`src/rtl/fp_add_sub_pipe.sv`:
```
// fp_add_sub_pipe: three-stage pipelined floating-point add/subtract with round-to-nearest-even.
// Build macro FP_ADD_SUB_EXC_EN: decode the all-ones exponent as Inf/NaN instead of a finite value.
module fp_add_sub_pipe #(
  parameter int unsigned EXP_BITS  = 8,
  parameter int unsigned MANT_BITS = 23
) (
  input  logic                          clk,
  input  logic                          reset,
  input  logic                          in_valid,
  output logic                          in_ready,
  input  logic [EXP_BITS+MANT_BITS:0]   a,
  input  logic [EXP_BITS+MANT_BITS:0]   b,
  input  logic                          operation_select,
  output logic                          out_valid,
  input  logic                          out_ready,
  output logic [EXP_BITS+MANT_BITS:0]   result,
  output logic [3:0]                    flags
);
  localparam int unsigned WIDTH = 1 + EXP_BITS + MANT_BITS;
  localparam int unsigned AW    = MANT_BITS + 4;   // hidden, fraction, G, R, S
  localparam int unsigned SW    = AW + 1;          // plus carry
  localparam int unsigned XW    = EXP_BITS + 2;    // signed exponent with headroom
  localparam int unsigned LW    = $clog2(SW);
  localparam int unsigned MW    = MANT_BITS + 2;   // rounded mantissa with overflow bit
  localparam logic [EXP_BITS-1:0]        EXP_ONES = '1;
  localparam logic signed [XW-1:0]       EXP_OVF  = signed'(XW'(EXP_ONES));

  // Whole pipeline advances together unless a held result is blocking the output
  logic en;
  assign en       = !out_valid || out_ready;
  assign in_ready = en;

  // ---------------- Stage 1: unpack, compare, swap, align ----------------
  logic                 sign_a, sign_b, zero_a, zero_b, a_big, sign_big, sign_sml;
  logic [EXP_BITS-1:0]  exp_a, exp_b, exp_big, exp_sml, exp_diff, shamt;
  logic [MANT_BITS-1:0] frac_a, frac_b;
  logic [AW-1:0]        mant_big, mant_sml, aligned;
  logic [2*AW-1:0]      shifted;
`ifdef FP_ADD_SUB_EXC_EN
  logic nan_a, nan_b, inf_a, inf_b;
  logic s1_nan, s1_inf, s1_isign, s2_nan, s2_inf, s2_isign;
`endif

  // Operand decode, magnitude ordering and sticky-preserving alignment
  always_comb begin
    sign_a   = a[WIDTH-1];
    sign_b   = b[WIDTH-1] ^ operation_select;
    exp_a    = a[WIDTH-2 -: EXP_BITS];
    exp_b    = b[WIDTH-2 -: EXP_BITS];
    zero_a   = (exp_a == '0);
    zero_b   = (exp_b == '0);
    frac_a   = zero_a ? '0 : a[MANT_BITS-1:0];
    frac_b   = zero_b ? '0 : b[MANT_BITS-1:0];
    a_big    = {exp_a, frac_a} >= {exp_b, frac_b};
    sign_big = a_big ? sign_a : sign_b;
    sign_sml = a_big ? sign_b : sign_a;
    exp_big  = a_big ? exp_a : exp_b;
    exp_sml  = a_big ? exp_b : exp_a;
    mant_big = a_big ? {~zero_a, frac_a, 3'b000} : {~zero_b, frac_b, 3'b000};
    mant_sml = a_big ? {~zero_b, frac_b, 3'b000} : {~zero_a, frac_a, 3'b000};
    exp_diff = exp_big - exp_sml;
    shamt    = (exp_diff > EXP_BITS'(AW)) ? EXP_BITS'(AW) : exp_diff;
    shifted  = {mant_sml, {AW{1'b0}}} >> shamt;
    aligned  = {shifted[2*AW-1:AW+1], shifted[AW] | (|shifted[AW-1:0])};
`ifdef FP_ADD_SUB_EXC_EN
    nan_a    = (exp_a == EXP_ONES) && (frac_a != '0);
    nan_b    = (exp_b == EXP_ONES) && (frac_b != '0);
    inf_a    = (exp_a == EXP_ONES) && (frac_a == '0);
    inf_b    = (exp_b == EXP_ONES) && (frac_b == '0);
`endif
  end

  logic                s1_valid, s1_sign, s1_sub, s1_zz;
  logic [EXP_BITS-1:0] s1_exp;
  logic [AW-1:0]       s1_mb, s1_ms;

  // Stage 1 register
  always_ff @(posedge clk or negedge reset) begin
    if (!reset) begin
      s1_valid <= 1'b0;
      s1_sign  <= 1'b0;
      s1_sub   <= 1'b0;
      s1_zz    <= 1'b0;
      s1_exp   <= '0;
      s1_mb    <= '0;
      s1_ms    <= '0;
`ifdef FP_ADD_SUB_EXC_EN
      s1_nan   <= 1'b0;
      s1_inf   <= 1'b0;
      s1_isign <= 1'b0;
`endif
    end else if (en) begin
      s1_valid <= in_valid;
      s1_sign  <= (zero_a && zero_b) ? (sign_a & sign_b) : sign_big;
      s1_sub   <= sign_big ^ sign_sml;
      s1_zz    <= zero_a && zero_b;
      s1_exp   <= exp_big;
      s1_mb    <= mant_big;
      s1_ms    <= aligned;
`ifdef FP_ADD_SUB_EXC_EN
      s1_nan   <= nan_a || nan_b || (inf_a && inf_b && (sign_a != sign_b));
      s1_inf   <= inf_a || inf_b;
      s1_isign <= inf_a ? sign_a : sign_b;
`endif
    end
  end

  // ---------------- Stage 2: magnitude add/subtract ----------------
  logic                s2_valid, s2_sign, s2_zz;
  logic [EXP_BITS-1:0] s2_exp;
  logic [SW-1:0]       s2_sum;

  // Stage 2 register; base magnitude is never smaller, so the difference is non-negative
  always_ff @(posedge clk or negedge reset) begin
    if (!reset) begin
      s2_valid <= 1'b0;
      s2_sign  <= 1'b0;
      s2_zz    <= 1'b0;
      s2_exp   <= '0;
      s2_sum   <= '0;
`ifdef FP_ADD_SUB_EXC_EN
      s2_nan   <= 1'b0;
      s2_inf   <= 1'b0;
      s2_isign <= 1'b0;
`endif
    end else if (en) begin
      s2_valid <= s1_valid;
      s2_sign  <= s1_sign;
      s2_zz    <= s1_zz;
      s2_exp   <= s1_exp;
      s2_sum   <= s1_sub ? ({1'b0, s1_mb} - {1'b0, s1_ms}) : ({1'b0, s1_mb} + {1'b0, s1_ms});
`ifdef FP_ADD_SUB_EXC_EN
      s2_nan   <= s1_nan;
      s2_inf   <= s1_inf;
      s2_isign <= s1_isign;
`endif
    end
  end

  // ---------------- Stage 3: normalise, round, pack ----------------
  logic                   found, rnd_up, inexact;
  logic [LW-1:0]          lz;
  logic [AW-1:0]          norm;
  logic signed [XW-1:0]   exp_n, exp_f;
  logic [MW-1:0]          mant_r;
  logic [MANT_BITS-1:0]   frac_f;
  logic [WIDTH-1:0]       res_c;
  logic [3:0]             flg_c;

  // Leading-zero normalisation, RNE rounding and special-case selection
  always_comb begin
    found = 1'b0;
    lz    = '0;
    for (int i = AW - 1; i >= 0; i--) begin
      if (!found && s2_sum[i]) begin
        found = 1'b1;
        lz    = LW'(AW - 1 - i);
      end
    end
    if (s2_sum[AW]) begin
      norm  = {s2_sum[AW:2], s2_sum[1] | s2_sum[0]};
      exp_n = XW'(s2_exp) + XW'(1);
    end else begin
      norm  = s2_sum[AW-1:0] << lz;
      exp_n = XW'(s2_exp) - XW'(lz);
    end
    inexact = |norm[2:0];
    rnd_up  = norm[2] & (norm[1] | norm[0] | norm[3]);
    mant_r  = {1'b0, norm[AW-1:3]} + MW'(rnd_up);
    exp_f   = exp_n + XW'(mant_r[MANT_BITS+1]);
    frac_f  = mant_r[MANT_BITS+1] ? mant_r[MANT_BITS:1] : mant_r[MANT_BITS-1:0];
    res_c   = {s2_sign, exp_f[EXP_BITS-1:0], frac_f};
    flg_c   = {3'b000, inexact};
    if (s2_sum == '0) begin
      res_c = {s2_zz & s2_sign, {(WIDTH-1){1'b0}}};
      flg_c = 4'b0000;
    end else if (exp_f[XW-1] || exp_f == '0) begin
      res_c = {s2_sign, {(WIDTH-1){1'b0}}};
      flg_c = 4'b0011;
    end else if (exp_f >= EXP_OVF) begin
`ifdef FP_ADD_SUB_EXC_EN
      res_c = {s2_sign, EXP_ONES, {MANT_BITS{1'b0}}};
`else
      res_c = {s2_sign, EXP_ONES, {MANT_BITS{1'b1}}};
`endif
      flg_c = 4'b0101;
    end
`ifdef FP_ADD_SUB_EXC_EN
    if (s2_nan) begin
      res_c = {1'b0, EXP_ONES, 1'b1, {(MANT_BITS-1){1'b0}}};
      flg_c = 4'b1000;
    end else if (s2_inf) begin
      res_c = {s2_isign, EXP_ONES, {MANT_BITS{1'b0}}};
      flg_c = 4'b0000;
    end
`endif
  end

  // Output register; held while the consumer stalls
  always_ff @(posedge clk or negedge reset) begin
    if (!reset) begin
      out_valid <= 1'b0;
      result    <= '0;
      flags     <= '0;
    end else if (en) begin
      out_valid <= s2_valid;
      if (s2_valid) begin
        result <= res_c;
        flags  <= flg_c;
      end
    end
  end
endmodule

```
`config.mk`:
```
export PLATFORM = sky130hd
export DESIGN_NAME = fp_add_sub_pipe
export DESIGN_NICKNAME = d
export VERILOG_FILES = /design/src/rtl/fp_add_sub_pipe.sv
export SDC_FILE = /design/constraint.sdc
export NUM_CORES = 1
export LEC_CHECK = 0
export ABC_AREA = 1
export CORE_ASPECT_RATIO = 0.8
export CORE_MARGIN = 1.5
export CORE_UTILIZATION = 65
export CTS_BUF_LIST = sky130_fd_sc_hd__clkbuf_2
export CTS_CLUSTER_SIZE = 30
export DETAILED_ROUTE_END_ITERATION = 10
export GPL_ROUTABILITY_DRIVEN = 0
export PLACE_DENSITY_LB_ADDON = 0.1
export REMOVE_ABC_BUFFERS = 1
export SETUP_SLACK_MARGIN = 0.1
export SYNTH_ARGS = -nofsm -noshare
export SYNTH_HDL_FRONTEND = slang
export SYNTH_SLANG_ARGS = --single-unit
```
`constraint.sdc`:
```
create_clock -name clk -period 18.2 [get_ports clk]
set_clock_uncertainty 0.2 [all_clocks]
set_input_delay 1.82 -clock clk [delete_from_list [all_inputs] [get_ports clk]]
set_output_delay 1.82 -clock clk [all_outputs]
set_load 0.01 [all_outputs]
```
==> metrics.cfg <==
[synthesis]
syn_area_um2=14000
synth_compound_area_frac=0.131
synth-simple-area-share=0.427
ys_top_cells_by_area=dfrtp_1 (25%), nand2_1 (18%), nand3_1 (12%)
ys_ff_latch=138
syn_avg_cell_area_um2=6.19
synth.distinct_cells=60
synth-edff-count=0
synth-adder-area-share=0.0603
synth_top_area_frac=0.246
async_flop_share=1.00
synth_top_family_by_area=simple AND/OR/NAND/NOR gates
synth_mux_area_frac=0
ys_seq_area_frac=0.246
synth_cells=2264
yosysWarningCount=0
ys.flop_type=dfrtp_1
synth_area_leader_cell=dfrtp_1
synth_xor_area_frac=0.0356

[clock_network]
cts.path.max_buffers=2
path_clk_slew_ns=0.25
cts.sink_count=138
ctsRootBufferMaster=clkbuf_2
clock_latency_ns=0.81
hold_buffers=0
post-cts-setup-buffers=0
cts_resized=0
cts_max_level=4
cts_tree=built
cts-buffers-inserted=17

[finish]
area_growth_pct=8.84
stdcell_area_um2=15300
final_nets=2432
fillers=1780
drive_above_1_share=0.0520
final-seq-area_um2=3450
layout_common_cells=nand2_1 (680), nand3_1 (334), inv_1 (224)
layout_commonest_cell=nand2_1
multiInputGateArea_um2=9190

[setup_path]
rr_startpoint=s2_sum[25]$_DFFE_PN0N_
max_stage_delay_ns=0.79
cpMostUsedCell=inv_1
setup.worst_path.start=s2_sum[25]$_DFFE_PN0N_
crit_arrival_ns=9.95
critPathRequiredTime_ns=18.68
cp-start-kind=flop
crit_slowest_cell=o21ai_0
path_class=reg2reg
r2r_cells=39
endpoint_kind=flop
crit_fanout=31

[global_route]
antenna_found_initial=1
grt_max_degree=100
grt_pass1_wl_mm=72.2
gr-total-overflow=0
grt_pass1_vias=14500
grt.total_usage=0.398

[route]
vias_per_cell=6.27
ant_nets=0
first_pass_iters=8
routed_wl_mm=44.3
drc=0
drt-initial-drc-count=2718
routedWlPerCell_um=17.2
num_vias=16200

[floorplanning]
die-area_um2=22500
die_y_um=134
core_area_um2=20900
rows=47
initial_core_util=0.670
io_pins=107
fp.dieW_um=167

[sta]
worstMarginPinSlew_ns=1.11
hold_viol_final=0
fmax_ghz=0.106
max_slew_margin=0.261
period_share=0.520
setup_viol=0
fin_setup_tns_ns=0
min_period_ns=9.47
drv_slew=0
rsz0062_at_grt=false

[power]
p_per_area_nw_per_um2=165
p_leak_nw=7.83
irDropWorstVdd_mv=0.125

[worst_hold_path]
holdCritPathClass=reg2reg
min_from=s1_zz$_DFFE_PN0N_
min_path_cells=2

[place]
port_buffers=105
place_area_um2=15000
dp.final_hpwl_mm=32.9

[run_status]
status=finished clean

[run]
maxCapViolCount=0

-- worst max-delay path, delay by kind of cell, from the launching register on --
kind	cells	cell delay, ns
buffers and inverters	7	1.29
and+or+nand+nor	24	5.02
adders and majority gates	3	0.67
xor gates and xnor gates	1	0.37
DFF	1	0.51
AOI/OAI and AO/OA	4	1.26
-- cells in the mapped netlist, types with 4 or more instances --
| library cell | n |
|---|---|
| a21oi_1 | 117 |
| a31oi_1 | 6 |
| buf_1 | 10 |
| buf_2 | 28 |
| buf_4 | 8 |
| buf_6 | 4 |
| clkbuf_1 | 56 |
| clkinv_1 | 4 |
| dfrtp_1 | 138 |
| ha_1 | 66 |
| inv_1 | 225 |
| inv_2 | 8 |
| nand2_1 | 680 |
| nand2_2 | 13 |
| nand3_1 | 335 |
| nand3_2 | 8 |
| nand3b_1 | 6 |
| nand4_1 | 75 |
| nor2_1 | 148 |
| nor2_2 | 9 |
| nor3_1 | 20 |
| nor4_1 | 8 |
| o211ai_1 | 17 |
| o21ai_0 | 102 |
| o21ai_1 | 10 |
| o221ai_1 | 13 |
| o22ai_1 | 30 |
| o41ai_1 | 4 |
| or2_2 | 13 |
| xnor2_1 | 21 |
| xor2_1 | 36 |
-- final timing paths --
path | endpoint | slack (ns)
max in group asynchronous | s2_sum[15]$_DFFE_PN0N_ | 15.60
worst min register to register | s2_zz$_DFFE_PN0N_ | 0.31
worst max register to register | result[29]$_DFFE_PN0P_ | 8.73
worst max-delay path | result[29]$_DFFE_PN0P_ | 8.73
min in group asynchronous | s1_ms[3]$_DFFE_PN0N_ | 0.76
worst min-delay path | s2_zz$_DFFE_PN0N_ | 0.31
-- cells by family (layout without fill, tap and decap cells) --
| family | count (synthesis) | in the layout |
|---|---|---|
| AO/OA/AOI/OAI | 322 | 322 |
| XOR/XNOR | 57 | 57 |
| adder cells (fa/ha/maj) | 67 | 67 |
| buffers and inverters | 344 | 389 |
| flip-flops | 138 | 138 |
| other | 1 | 2 |
| AND/OR/NAND/NOR | 1335 | 1335 |
-- power by group --
group | switching [W] | leakage (nW) | internal, W
sequential | 0.000124 | 1.70 | 0.000414
combinational | 0.00119 | 5.99 | 0.000601
clock | 0.000143 | 0.133 | 0.0000420
-- layer usage --
metal	routed length, µm	GRT usage
met1	19300	0.577
met4	1270	0.123
met2	17500	0.555
met3	6300	0.132
met5	0	0
-- final cells by class --
class                      instances  share of cell area
antenna                            1            0.000164
multi-input combinational       1782               0.602
inverter                         238              0.0586
clock inverter                    15             0.00902
sequential                       138               0.226
tap                              269              0.0221
timing repair buffer             119              0.0759
clock buffer                      17             0.00558
-- state kept, by name (all words and copies together), names as in the netlist --
name / count
out_valid: 1
s1_zz: 1
s2_sum: 28
s2_exp: 8
s2_valid: 1
s1_valid: 1
result: 32
s1_sign: 1
flags: 3
s1_exp: 8
s1_mb: 24
s1_sub: 1
s2_sign: 1
s2_zz: 1
s1_ms: 27
-- stage by stage --
step | hold slack (ns) | power (W) | util | cells | setup slack, ns
2_1_floorplan | 0.232 | 0.00173 | - | 2158 | 9.68
3_3_place_gp | 0.246 | 0.00220 | 0.718 | 2546 | 9.16
3_5_place_dp | 0.257 | 0.00223 | 0.718 | 2546 | 8.90
4_1_cts | 0.310 | 0.00243 | 0.729 | 2578 | 9.44
5_1_grt | 0.337 | 0.00272 | 0.729 | 2578 | 8.36
6_report | 0.308 | 0.00251 | 0.729 | 2579 | 8.73
Note: power is estimated with default switching activity, not from simulation.
